`src/rtl/wb_sram_arbiter.sv`:
```
// -----------------------------------------------------------------------------
// wb_sram_arbiter
//
// Two-master to one-slave Wishbone classic arbiter. It shares one SRAM slave
// between the instruction-fetch port (master 0) and the load/store port
// (master 1). Ownership is granted for a whole bus cycle: once a master owns
// the slave it keeps it for as long as it holds cyc. The owner's signals are
// multiplexed onto the slave port, and ack is returned to the owner only.
//
// Build option:
//   WB_ARB_ROUND_ROBIN_EN  defined    -> a tie goes to the master that was
//                                        not granted most recently.
//                          undefined  -> fixed priority: master 0 wins ties.
//
// Parameters:
//   addr_width    address width of all ports
//   data_width    data width of all ports
//   strobe_width  byte-select width (data_width/8)
//
// Ports:
//   clock, reset                  system clock (rising edge) and synchronous
//                                 active-high reset
//   m0_wb_* / m1_wb_*             Wishbone master-side ports
//                                 (adr, datwr, we, stb, cyc, sel in;
//                                  datrd, ack out)
//   s_wb_*                        Wishbone slave-side port
//                                 (adr, datwr, we, stb, cyc, sel out;
//                                  datrd, ack in)
//   grant                         one-hot current owner: 01 = m0, 10 = m1,
//                                 00 = idle
// -----------------------------------------------------------------------------
module wb_sram_arbiter #(
  parameter int addr_width   = 32,
  parameter int data_width   = 32,
  parameter int strobe_width = data_width / 8
) (
  input  logic                    clock,
  input  logic                    reset,

  // Master 0 (instruction fetch)
  input  logic [addr_width-1:0]   m0_wb_adr,
  input  logic [data_width-1:0]   m0_wb_datwr,
  output logic [data_width-1:0]   m0_wb_datrd,
  input  logic                    m0_wb_we,
  input  logic                    m0_wb_stb,
  input  logic                    m0_wb_cyc,
  input  logic [strobe_width-1:0] m0_wb_sel,
  output logic                    m0_wb_ack,

  // Master 1 (load/store)
  input  logic [addr_width-1:0]   m1_wb_adr,
  input  logic [data_width-1:0]   m1_wb_datwr,
  output logic [data_width-1:0]   m1_wb_datrd,
  input  logic                    m1_wb_we,
  input  logic                    m1_wb_stb,
  input  logic                    m1_wb_cyc,
  input  logic [strobe_width-1:0] m1_wb_sel,
  output logic                    m1_wb_ack,

  // Slave
  output logic [addr_width-1:0]   s_wb_adr,
  output logic [data_width-1:0]   s_wb_datwr,
  input  logic [data_width-1:0]   s_wb_datrd,
  output logic                    s_wb_we,
  output logic                    s_wb_stb,
  output logic                    s_wb_cyc,
  output logic [strobe_width-1:0] s_wb_sel,
  input  logic                    s_wb_ack,

  // Observation
  output logic [1:0]              grant
);

  // State encoding equals the one-hot grant value, so grant is the state.
  typedef enum logic [1:0] {
    ST_IDLE   = 2'b00,
    ST_GRANT0 = 2'b01,
    ST_GRANT1 = 2'b10
  } state_e;

  state_e state_q, state_d;
  state_e tie_winner;

  // Most recently entered grant state: 0 = master 0, 1 = master 1.
  logic   last_grant_q, last_grant_d;

  // ---------------------------------------------------------------------------
  // Tie resolution
  // ---------------------------------------------------------------------------
`ifdef WB_ARB_ROUND_ROBIN_EN
  // Favour the master that did not win last time; after reset last_grant_q
  // is 1, so master 0 takes the first tie.
  assign tie_winner = last_grant_q ? ST_GRANT0 : ST_GRANT1;
`else
  assign tie_winner = ST_GRANT0;
`endif

  // Winner among the given requests; callers mask the releasing owner's
  // request so the other master is granted without passing through IDLE.
  function automatic state_e arbitrate(input logic   req0,
                                       input logic   req1,
                                       input state_e tie);
    state_e winner;
    unique case ({req1, req0})
      2'b01:   winner = ST_GRANT0;
      2'b10:   winner = ST_GRANT1;
      2'b11:   winner = tie;
      default: winner = ST_IDLE;
    endcase
    return winner;
  endfunction

  // ---------------------------------------------------------------------------
  // State register
  // ---------------------------------------------------------------------------
  // NOTE: sequential state uses non-blocking assignments only; the reset is
  // synchronous, so it is tested inside the clocked block, not in the
  // sensitivity list.
  always_ff @(posedge clock) begin
    if (reset) begin
      state_q      <= ST_IDLE;
      last_grant_q <= 1'b1;
    end else begin
      state_q      <= state_d;
      last_grant_q <= last_grant_d;
    end
  end

  // ---------------------------------------------------------------------------
  // Next-state logic
  // ---------------------------------------------------------------------------
  // NOTE: every variable written here gets a default first, so no path can
  // leave it unassigned and infer a latch.
  always_comb begin
    state_d = state_q;
    case (state_q)
      ST_IDLE:   state_d = arbitrate(m0_wb_cyc, m1_wb_cyc, tie_winner);
      // The owner is never preempted while it holds cyc.
      ST_GRANT0: if (!m0_wb_cyc) state_d = arbitrate(1'b0, m1_wb_cyc, tie_winner);
      ST_GRANT1: if (!m1_wb_cyc) state_d = arbitrate(m0_wb_cyc, 1'b0, tie_winner);
      default:   state_d = ST_IDLE;
    endcase
  end

  // Record the grant on every entry into a grant state.
  always_comb begin
    last_grant_d = last_grant_q;
    if (state_d == ST_GRANT0 && state_q != ST_GRANT0) begin
      last_grant_d = 1'b0;
    end else if (state_d == ST_GRANT1 && state_q != ST_GRANT1) begin
      last_grant_d = 1'b1;
    end
  end

  // ---------------------------------------------------------------------------
  // Output logic: slave mux and ack return, decoded from the registered state
  // ---------------------------------------------------------------------------
  always_comb begin
    s_wb_adr   = '0;
    s_wb_datwr = '0;
    s_wb_we    = 1'b0;
    s_wb_stb   = 1'b0;
    s_wb_cyc   = 1'b0;
    s_wb_sel   = '0;
    m0_wb_ack  = 1'b0;
    m1_wb_ack  = 1'b0;
    case (state_q)
      ST_GRANT0: begin
        s_wb_adr   = m0_wb_adr;
        s_wb_datwr = m0_wb_datwr;
        s_wb_we    = m0_wb_we;
        s_wb_stb   = m0_wb_stb;
        s_wb_cyc   = m0_wb_cyc;
        s_wb_sel   = m0_wb_sel;
        m0_wb_ack  = s_wb_ack;
      end
      ST_GRANT1: begin
        s_wb_adr   = m1_wb_adr;
        s_wb_datwr = m1_wb_datwr;
        s_wb_we    = m1_wb_we;
        s_wb_stb   = m1_wb_stb;
        s_wb_cyc   = m1_wb_cyc;
        s_wb_sel   = m1_wb_sel;
        m1_wb_ack  = s_wb_ack;
      end
      // In IDLE the slave port is quiet and a stray slave ack reaches no one.
      default: ;
    endcase
  end

  // Read data is broadcast; each master only takes it while its ack is high.
  assign m0_wb_datrd = s_wb_datrd;
  assign m1_wb_datrd = s_wb_datrd;

  assign grant = state_q;

  // ---------------------------------------------------------------------------
  // Invariants
  // ---------------------------------------------------------------------------
`ifndef SYNTHESIS
  a_grant_onehot0 : assert property (@(posedge clock) $onehot0(grant));

  a_ack_exclusive : assert property (@(posedge clock) !(m0_wb_ack && m1_wb_ack));

  // While a master owns the slave it is also the recorded last grant.
  a_last_grant_consistent : assert property (
    @(posedge clock) disable iff (reset)
      ((state_q == ST_GRANT0) |-> !last_grant_q) and
      ((state_q == ST_GRANT1) |->  last_grant_q));
`endif

endmodule

```
`config.mk`:
```
export PLATFORM = sky130hd
export DESIGN_NAME = wb_sram_arbiter
export DESIGN_NICKNAME = d
export VERILOG_FILES = /design/src/rtl/wb_sram_arbiter.sv
export SDC_FILE = /design/constraint.sdc
export NUM_CORES = 1
export LEC_CHECK = 0
export ABC_CLOCK_PERIOD_IN_PS = 3100
export CAP_MARGIN = 40
export CORE_AREA = 2 2 122 124
export CTS_CLUSTER_DIAMETER = 60
export DETAILED_ROUTE_END_ITERATION = 12
export DIE_AREA = 0 0 124 126
export SLEW_MARGIN = 0
export SYNTH_ARGS = -nofsm -noshare
export SYNTH_HDL_FRONTEND = slang
export SYNTH_SLANG_ARGS = --single-unit
```
`constraint.sdc`:
```
create_clock -name clock -period 3.1 [get_ports clock]
set_clock_uncertainty 0.1 [all_clocks]
set_input_delay 0.465 -clock clock [delete_from_list [all_inputs] [get_ports clock]]
set_output_delay 0.465 -clock clock [all_outputs]
set_load 0.05 [all_outputs]
```
==> results.yml <==
global_routing:
  grtUsageMet2_pct: 16.1
  grt_use_met1_pct: 9.40
  antenna_found_initial: 0
  gr-total-overflow: 0
  grt_pass1_wl_mm: 11.0
  grt_max_degree: 72
  top_usage_layer: "met2"
  gr-usage-met3_pct: 1.86
  track_usage_pct: 8.58
  grt_pass1_vias: 2188
synthesis:
  synth_commonest_cells: "70 x a22oi_1, 70 x nor2b_1, 64 x buf_4"
  syn_inst: 247
  avgSynthCellArea_um2: 6.92
  syn-cell-area_um2: 1710
  synth_edf_count: 0
  synth-async-reset-ratio_pct: 0
  synthTopCellsByArea: "a22oi_1 31%, buf_4 28%, nor2b_1 26%"
  seq_area_frac_synth_pct: 2.34
  yosysTopAreaCell: "a22oi_1"
  synthDistinctLibCells: 18
  synth_top_area_share_pct: 30.7
  ys_seq_elements: 2
  synth_fp_nets: 428
  ys_warn_count: 0
  synth_ff_type: "dfxtp_1"
worst_setup_path:
  cp.required_ns: 2.53
  endpoint_kind: "output port"
  crit_path_top_delay_cell: "buf_4"
  cp-start-kind: "register"
  critPathMaxStageDelay_ns: 0.46
  cp_max_fo: 71
  worstPathCellList: "inv_1, ha_2, buf_4, nor2b_1, buf_12"
  worstPathArrival_ns: 2.02
  crit_type: "reg2out"
route:
  routedWlPerCell_um: 13.3
  drtPass1Iterations: 4
  drt_iter0_drc: 129
  avgViaCountPerCell: 3.93
  totalWireLength_mm: 7.58
  antenna_left: 0
  drcViolationCount: 0
  vias: 2242
floorplanning:
  fp.dieH_um: 126
  fp-row-count: 44
  start_util_pct: 11.9
  die_area_um2: 15600
  coreArea_um2: 14300
  die_w_um: 124
  pin_count: 316
timing:
  setup-tns-final_ns: 0
  fmax_mhz: 387
  setup_violations: 0
  slew_headroom_pct: 61.8
  rsz0062_at_grt: "no"
  worst_pin_slew_ns: 0.573
  fin_crit_sh_pct: 83.5
  min_period_ns: 2.59
  setup_ws_ns: 0.513
  slew_viol_final: 0
  finalHoldViolations: 0
  hold_ws_ns: 0.418
cts:
  cts_setup_buffers: 0
  h-tree-depth: 1
  clock_sinks: 2
  cts-root-buf: "clkbuf_16"
  ctsResizeCount: 0
  ctsHoldBuffers: 0
  cts_buffer_depth: 2
  path_clk_slew_ns: 0.03
  clk_latency_ns: 0.22
  cts_buffers: 3
  cts_tree: "yes"
pwr:
  vdd_ir_drop_max_v: 0.000214
  leakage_uw: 0.00133
  p_per_area_nw_per_um2: 213
cells_and_area:
  nFillCells: 1527
  area_growth_pct: 122
  post-route-util_pct: 26.5
  n_antenna_cell: 0
  nNetsFinal: 570
  largest_reg_flops: 2
  drive_above_1_share_pct: 21.2
run:
  drv_cap: 0
worst_hold_path:
  hold_class: "reg2reg"
placed_design:
  place_ws_ns: 0.677
  gp_congestion: 0.716
  dpl.hpwl_mm: 6.14
  io_buffers: 219
status:
  status: "completed"
-- final timing paths --
kind	from	end	slack, ns	depth (start not counted)
setup / recovery	grant[0]	s_wb_adr[13]	0.51	5
hold / removal	grant[1]	grant[1]	0.42	2
setup reg to reg	grant[0]	grant[0]	1.01	6
hold reg to reg	grant[1]	grant[1]	0.42	2
-- worst max-delay path: cells and delay by family, from the launching register on --
| family | cells | cell delay [ns] |
|---|---|---|
| AND/OR/NAND/NOR | 1 | 0.32 |
| adder cells (fa/ha/maj) | 1 | 0.31 |
| flip-flops | 1 | 0.40 |
| buffers and inverters | 3 | 0.73 |
-- layout by cell type (no fill, tap or decap) --
| cell | count |
|---|---|
| a21oi_1 | 2 |
| a22o_1 | 1 |
| a22oi_1 | 70 |
| and2_1 | 3 |
| buf_12 | 24 |
| buf_4 | 52 |
| clkbuf_16 | 3 |
| clkdlybuf4s50_1 | 148 |
| dfxtp_1 | 2 |
| ha_1 | 1 |
| ha_2 | 3 |
| inv_1 | 2 |
| nand2_1 | 2 |
| nor2_1 | 1 |
| nor2b_1 | 70 |
| nor4b_1 | 1 |
| o21ai_0 | 1 |
| or4b_1 | 1 |
-- metal layers --
layer	vias to the layer above	wire, um
met1	1017	2720
met2	112	3940
li1	1082	-
met4	0	240
met5	-	0
met3	31	667
-- cell families after synthesis --
kind of cell / count (synthesis) / synth area share [%]
buffers and inverters: 89 / 34.1
AND/OR/NAND/NOR: 78 / 28.5
AO/OA/AOI/OAI: 74 / 32.1
adder cells (fa/ha/maj): 4 / 2.93
flip-flops: 2 / 2.34
-- cell type report --
class / count / area (um2) / area share (%)
clock buffers: 3 / 75.1 / 1.98
inverters: 2 / 7.51 / 0.198
multi-input cells: 156 / 1090 / 28.8
flip-flops and latches: 2 / 40.0 / 1.05
well taps: 184 / 230 / 6.06
repair buffers: 224 / 2350 / 61.9
-- report_power, final --
group / internal [uW] / switching [uW] / total [uW]
sequential: 27.9 / 2.69 / 30.6
combinational: 311 / 277 / 589
clock: 164 / 25.7 / 189
-- metrics by stage --
stage | instance area [um2] | power, uW | std cells
global route | 3800 | 857 | 571
finish | 3800 | 809 | 571
global placement | 3720 | 614 | 568
CTS | 3800 | 817 | 571
floorplan | 1710 | 537 | 247
detailed placement | 3720 | 622 | 568
Note: power is estimated with default switching activity, not from simulation.
